[config.mk]
export PLATFORM = sky130hd
export DESIGN_NAME = visitor_counter_ctrl
export DESIGN_NICKNAME = d
export VERILOG_FILES = /design/src/rtl/visitor_counter_ctrl.sv
export SDC_FILE = /design/constraint.sdc
export NUM_CORES = 1
export LEC_CHECK = 0
export CORE_MARGIN = 4
export CORE_UTILIZATION = 45
export DETAILED_ROUTE_END_ITERATION = 6
export HOLD_SLACK_MARGIN = 0.12
export PLACE_DENSITY = 0.63
export RECOVER_POWER = 25
export SYNTH_ARGS = -nofsm -noshare
export SYNTH_HDL_FRONTEND = slang
export SYNTH_SLANG_ARGS = --single-unit
[constraint.sdc]
create_clock -name clk -period 2.2 [get_ports clk]
set_input_delay 0.44 -clock clk [delete_from_list [all_inputs] [get_ports clk]]
set_output_delay 0.44 -clock clk [all_outputs]
set_load 0.02 [all_outputs]
[src/rtl/visitor_counter_ctrl.sv]
// Visitor counter: two beam sensors are synchronized and debounced, a direction
// FSM turns complete beam-break sequences into entry/exit events, a saturating
// 4-digit BCD occupancy counter follows the events, and a scan driver walks the
// digits for a multiplexed display with leading-zero blanking.
module visitor_counter_ctrl #(
  parameter int unsigned DEB_CYCLES = 4,
  parameter int unsigned SCAN_DIV   = 16,
  parameter int unsigned CAPACITY   = 9999
) (
  input  logic        clk,
  input  logic        rst_n,
  input  logic        sen_a,
  input  logic        sen_b,
  output logic [15:0] count_bcd,
  output logic        evt_in,
  output logic        evt_out,
  output logic        full,
  output logic        empty,
  output logic [1:0]  dig_sel,
  output logic        dig_en,
  output logic [3:0]  seg_bcd
);

  // Decimal encoding of the occupancy limit, resolved at elaboration.
  function automatic logic [15:0] toBcd(input int unsigned v);
    return {4'((v / 1000) % 10), 4'((v / 100) % 10), 4'((v / 10) % 10), 4'(v % 10)};
  endfunction

  // Four-digit decimal increment; a digit at 9 wraps to 0 and carries on.
  function automatic logic [15:0] bcdInc(input logic [15:0] v);
    logic [15:0] r;
    logic        carry;
    r     = v;
    carry = 1'b1;
    for (int k = 0; k < 4; k++) begin
      if (carry) begin
        if (v[4*k +: 4] == 4'd9) begin
          r[4*k +: 4] = 4'd0;
        end else begin
          r[4*k +: 4] = v[4*k +: 4] + 4'd1;
          carry       = 1'b0;
        end
      end
    end
    return r;
  endfunction

  // Four-digit decimal decrement; a digit at 0 wraps to 9 and borrows on.
  function automatic logic [15:0] bcdDec(input logic [15:0] v);
    logic [15:0] r;
    logic        borrow;
    r      = v;
    borrow = 1'b1;
    for (int k = 0; k < 4; k++) begin
      if (borrow) begin
        if (v[4*k +: 4] == 4'd0) begin
          r[4*k +: 4] = 4'd9;
        end else begin
          r[4*k +: 4] = v[4*k +: 4] - 4'd1;
          borrow      = 1'b0;
        end
      end
    end
    return r;
  endfunction

  localparam logic [15:0] CAP_BCD   = toBcd(CAPACITY);
  localparam logic [7:0]  DEB_LAST  = 8'(DEB_CYCLES - 1);
  localparam logic [15:0] SCAN_LAST = 16'(SCAN_DIV - 1);

  typedef enum logic [2:0] {IDLE, A1, AB, B1, BA, JAM} state_t;

  logic [1:0]  meta_q, sync_q;
  logic [1:0]  debLvl;
  state_t      state_q, state_d;
  logic [15:0] count_q, count_d;
  logic [15:0] presc_q;
  logic [1:0]  sel_q;
  logic        a, b;

  // Two-flop synchronizer for both sensors (bit 0 = outer a, bit 1 = inner b).
  always_ff @(posedge clk or negedge rst_n) begin
    if (!rst_n) begin
      meta_q <= 2'b00;
      sync_q <= 2'b00;
    end else begin
      meta_q <= {sen_b, sen_a};
      sync_q <= meta_q;
    end
  end

  for (genvar i = 0; i < 2; i++) begin : g_deb
    logic [7:0] cnt_q;
    logic       lvl_q;

    // Accept a new level only after it has differed for DEB_CYCLES straight cycles.
    always_ff @(posedge clk or negedge rst_n) begin
      if (!rst_n) begin
        cnt_q <= 8'd0;
        lvl_q <= 1'b0;
      end else if (sync_q[i] == lvl_q) begin
        cnt_q <= 8'd0;
      end else if (cnt_q == DEB_LAST) begin
        cnt_q <= 8'd0;
        lvl_q <= sync_q[i];
      end else begin
        cnt_q <= cnt_q + 8'd1;
      end
    end

    assign debLvl[i] = lvl_q;
  end

  assign a = debLvl[0];
  assign b = debLvl[1];

  // Direction FSM state register.
  always_ff @(posedge clk or negedge rst_n) begin
    if (!rst_n) state_q <= IDLE;
    else        state_q <= state_d;
  end

  // Next state and event pulses, issued in the cycle a completed passage leaves AB/BA.
  always_comb begin
    state_d = state_q;
    evt_in  = 1'b0;
    evt_out = 1'b0;
    case (state_q)
      IDLE: begin
        if (a && !b)      state_d = A1;
        else if (!a && b) state_d = B1;
        else if (a && b)  state_d = JAM;
      end
      A1: begin
        if (b)       state_d = AB;
        else if (!a) state_d = IDLE;
      end
      AB: begin
        if (!a && !b) begin
          state_d = IDLE;
          evt_in  = 1'b1;
        end
      end
      B1: begin
        if (a)       state_d = BA;
        else if (!b) state_d = IDLE;
      end
      BA: begin
        if (!a && !b) begin
          state_d = IDLE;
          evt_out = 1'b1;
        end
      end
      JAM: begin
        if (!a && !b) state_d = IDLE;
      end
      default: state_d = IDLE;
    endcase
  end

  // Saturating occupancy update driven by this cycle's event pulse.
  always_comb begin
    count_d = count_q;
    if (evt_in && !full)        count_d = bcdInc(count_q);
    else if (evt_out && !empty) count_d = bcdDec(count_q);
  end

  // Occupancy register.
  always_ff @(posedge clk or negedge rst_n) begin
    if (!rst_n) count_q <= 16'h0000;
    else        count_q <= count_d;
  end

  // Scan prescaler; the digit index steps once per SCAN_DIV cycles.
  always_ff @(posedge clk or negedge rst_n) begin
    if (!rst_n) begin
      presc_q <= 16'd0;
      sel_q   <= 2'd0;
    end else if (presc_q == SCAN_LAST) begin
      presc_q <= 16'd0;
      sel_q   <= sel_q + 2'd1;
    end else begin
      presc_q <= presc_q + 16'd1;
    end
  end

  // Blank a digit when it and every higher digit are zero; units always shown.
  always_comb begin
    dig_en = 1'b1;
    case (sel_q)
      2'd1:    dig_en = |count_q[15:4];
      2'd2:    dig_en = |count_q[15:8];
      2'd3:    dig_en = |count_q[15:12];
      default: dig_en = 1'b1;
    endcase
  end

  assign count_bcd = count_q;
  assign full      = (count_q == CAP_BCD);
  assign empty     = (count_q == 16'h0000);
  assign dig_sel   = sel_q;
  assign seg_bcd   = count_q[4*sel_q +: 4];

endmodule

==> reports/results.ini <==
[timing]
hold_ws_ns = 0.3538
tightest_slew_ns = 1.421
relSlewSlack_pct = 5.272
final_hold_viol_count = 0
period_share_pct = 100.4
worst_slack_ns = -0.008392
finClkSkew_ns = 0.008674
grt_setup_unrepaired = yes
maxSlewViolCount = 0
period_needed_ns = 2.208
max_freq_mhz = 452.8
finalSetupViolations = 1

[synth]
syn_inst = 356
syn_area_per_cell_um2 = 10.02
synth-async-reset-ratio_pct = 100.0
synthesis.nets = 371
synth.distinct_cells = 63
synthTopCellsByArea = dfrtp_1, xnor2_1, ha_1, nor2_1, xor2_1
yosys.area.top_type_share_pct = 41.37
yosys.area.top_type = dfrtp_1
synth_area_um2 = 3568
yosysWarnings = 0
yosysSeqAreaShare_pct = 41.37
synth_ff_type = dfrtp_1
synth_seq_cells = 59
synth_edf_count = 0

[placement]
gp_congestion = 0.8603
place_hpwl_um = 5728
port_buffers = 30
placed_cell_area_um2 = 4243

[clocking]
clkSlewWorstSetupHoldPaths_ns = 0.07
numCtsBuffers = 9
cts_root_buffer = clkbuf_8
cts_htree_levels = 3
clk_path_buf_depth = 2
cts_tree = built
insertion_delay_ns = 0.34
cts_sinks = 59

[hold_path]
holdPathStages = 0
hold_path_class = register to register

[drt]
first_pass_iters = 4
wire_per_inst_um = 14.86
drtIter0Drc = 137
drc = 0
avgViaCountPerCell = 5.479
wirelength_um = 7963
ant_nets = 0
num_vias = 2937

[global_routing]
grt_pass1_vias = 2862
track_usage_pct = 17.56
overflow = 0
grt_pass1_wl_um = 13560
grt_start_max_net_pins = 60
antenna_found_initial = 0

[status]
violations = setup timing
status = finished, violations left

[die]
die_y_um = 97.05
start_util_pct = 46.18
placementRows = 32
die_x_um = 97.05
core_um2 = 7727
dieArea_um2 = 9419
io_pins = 31

[cells_and_area]
design_area_um2 = 4503
layout.nets = 444
fillers = 673
antenna_cells = 0
final_layout_size_suffix_gt1_share_pct = 25.81
area_growth_pct = 26.19

[pwr]
ir_drop_mv = 0.4920
power.density_nw_per_um2 = 1123
finalPower_w = 0.005056
leakagePower_nw = 2.001

[setup_path]
cp.depth = 5
max_stage_delay_ns = 0.41
worstSetupStartpointType = register
worstRegToRegCells = 8
critPathCaptureType = output pin
worstPathRequired_ns = 1.76
crit_type = register to output pin
crit_start = count_bcd[8]
regToRegStartpoint = count_bcd[4]
worst_setup_path_endpoint = dig_en
cp.arrival_ns = 1.77
crit_chain = nor4_4 > and2_4 > nor2_1 > a211o_1 > buf_6
critPathMaxFanout = 3
r2r_setup_slack_ns = 0.10
r2r_end = count_bcd[5]
crit_family = simple AND/OR/NAND/NOR gates
crit_slowest_cell = dfrtp_1
cp_num_buf_inv = 1

[job]
maxCapViolations = 0

-- kinds of logic after synthesis --
| group | Yosys count | synth area share (%) |
|---|---|---|
| and+or+nand+nor | 143 | 23.04 |
| xor gates and xnor gates | 37 | 9.081 |
| buffers and inverters | 36 | 5.294 |
| muxes | 12 | 5.294 |
| AOI/OAI and AO/OA | 58 | 12.06 |
| DFF | 59 | 41.37 |
| adders and majority gates | 11 | 3.857 |
-- worst min path at each step --
| stage | to | from | slack (ns) |
|---|---|---|---|
| after global routing | sync_q[1] | meta_q[1] | 0.36 |
| after global placement | sync_q[1] | meta_q[1] | 0.34 |
| after floorplan | a | rst_n | 0.14 |
| after detailed placement | sync_q[1] | meta_q[1] | 0.33 |
| after CTS | sync_q[1] | meta_q[1] | 0.36 |
| final | sync_q[1] | meta_q[1] | 0.35 |
-- flip-flops by register name (all words and copies together) (netlist names) --
name,count
count_bcd,16
g_deb.cnt_q,16
presc_q,16
state_q,3
dig_sel,2
meta_q,2
sync_q,2
a,1
b,1
-- cell usage in the layout (no fill, tap or decap), drive strengths merged, types with 4 or more instances in the layout --
cell | synthesis | routed
and2 | 4 | 4
xnor2 | 22 | 22
ha | 11 | 11
nor3 | 8 | 8
buf | 17 | 57
nand3 | 26 | 26
and4bb | 4 | 4
a211o | 5 | 5
mux4 | 5 | 5
a21oi | 12 | 12
nor4 | 10 | 10
inv | 14 | 14
nand4 | 5 | 5
xor2 | 15 | 15
nor2 | 36 | 36
o31ai | 6 | 6
clkdlybuf4s50 | 0 | 18
nand2 | 23 | 23
dfrtp | 59 | 59
mux2 | 5 | 5
o21ai | 9 | 9
clkbuf | 5 | 16
and3 | 11 | 11
-- cell usage after synthesis, types with 6 or more instances --
cell type,count
a21oi_1,12
and3_1,11
buf_2,11
dfrtp_1,59
ha_1,11
inv_1,12
nand2_1,23
nand3_1,26
nor2_1,35
nor3_1,8
nor4_1,7
o21ai_0,8
o31ai_1,6
xnor2_1,22
xor2_1,15
-- through the flow --
step / utilization [%] / TNS (ns) / std cells / setup slack [ns]
after detailed placement: 54.91 / -0.4060 / 514 / -0.2198
after floorplan: - / 0 / 356 / 0.1643
final: 58.27 / -0.008392 / 536 / -0.008392
after CTS: 57.84 / -0.03535 / 532 / -0.03535
after global routing: 58.27 / -0.6529 / 536 / -0.1018
after global placement: 54.91 / -0.2687 / 514 / -0.1603
-- where the power goes --
part	internal (W)	leakage (nW)	switching, W
logic	0.00121	1.15	0.00134
clock network	0.000634	0.103	0.000419
registers	0.00129	0.750	0.000169
-- repair_timing --
item                       4_1_cts  5_1_grt
hold endpoints to repair        47        0
pin swaps                        2        6
setup endpoints to repair        9       10
gates resized for setup         28       16
buffers inserted                 1        4
hold buffers                     1        0
-- layer usage --
layer	vias to the layer above	GRT usage (%)	routed length, µm
met5	-	0	0
met4	0	7.127	213
met3	20	4.307	324
met2	65	26.80	3722
met1	1418	23.95	3702
li1	1434	-	-
-- final cells by class --
class	instances	area (µm²)	area share (%)
tap	102	127.6	2.834
inverter	14	55.05	1.223
clock buffer	11	131.4	2.917
clock inverter	5	77.57	1.723
sequential	59	1476	32.79
timing repair buffer	84	688.2	15.28
multi-input combinational	261	1947	43.23
No activity file was read; power rests on OpenSTA's default activity.
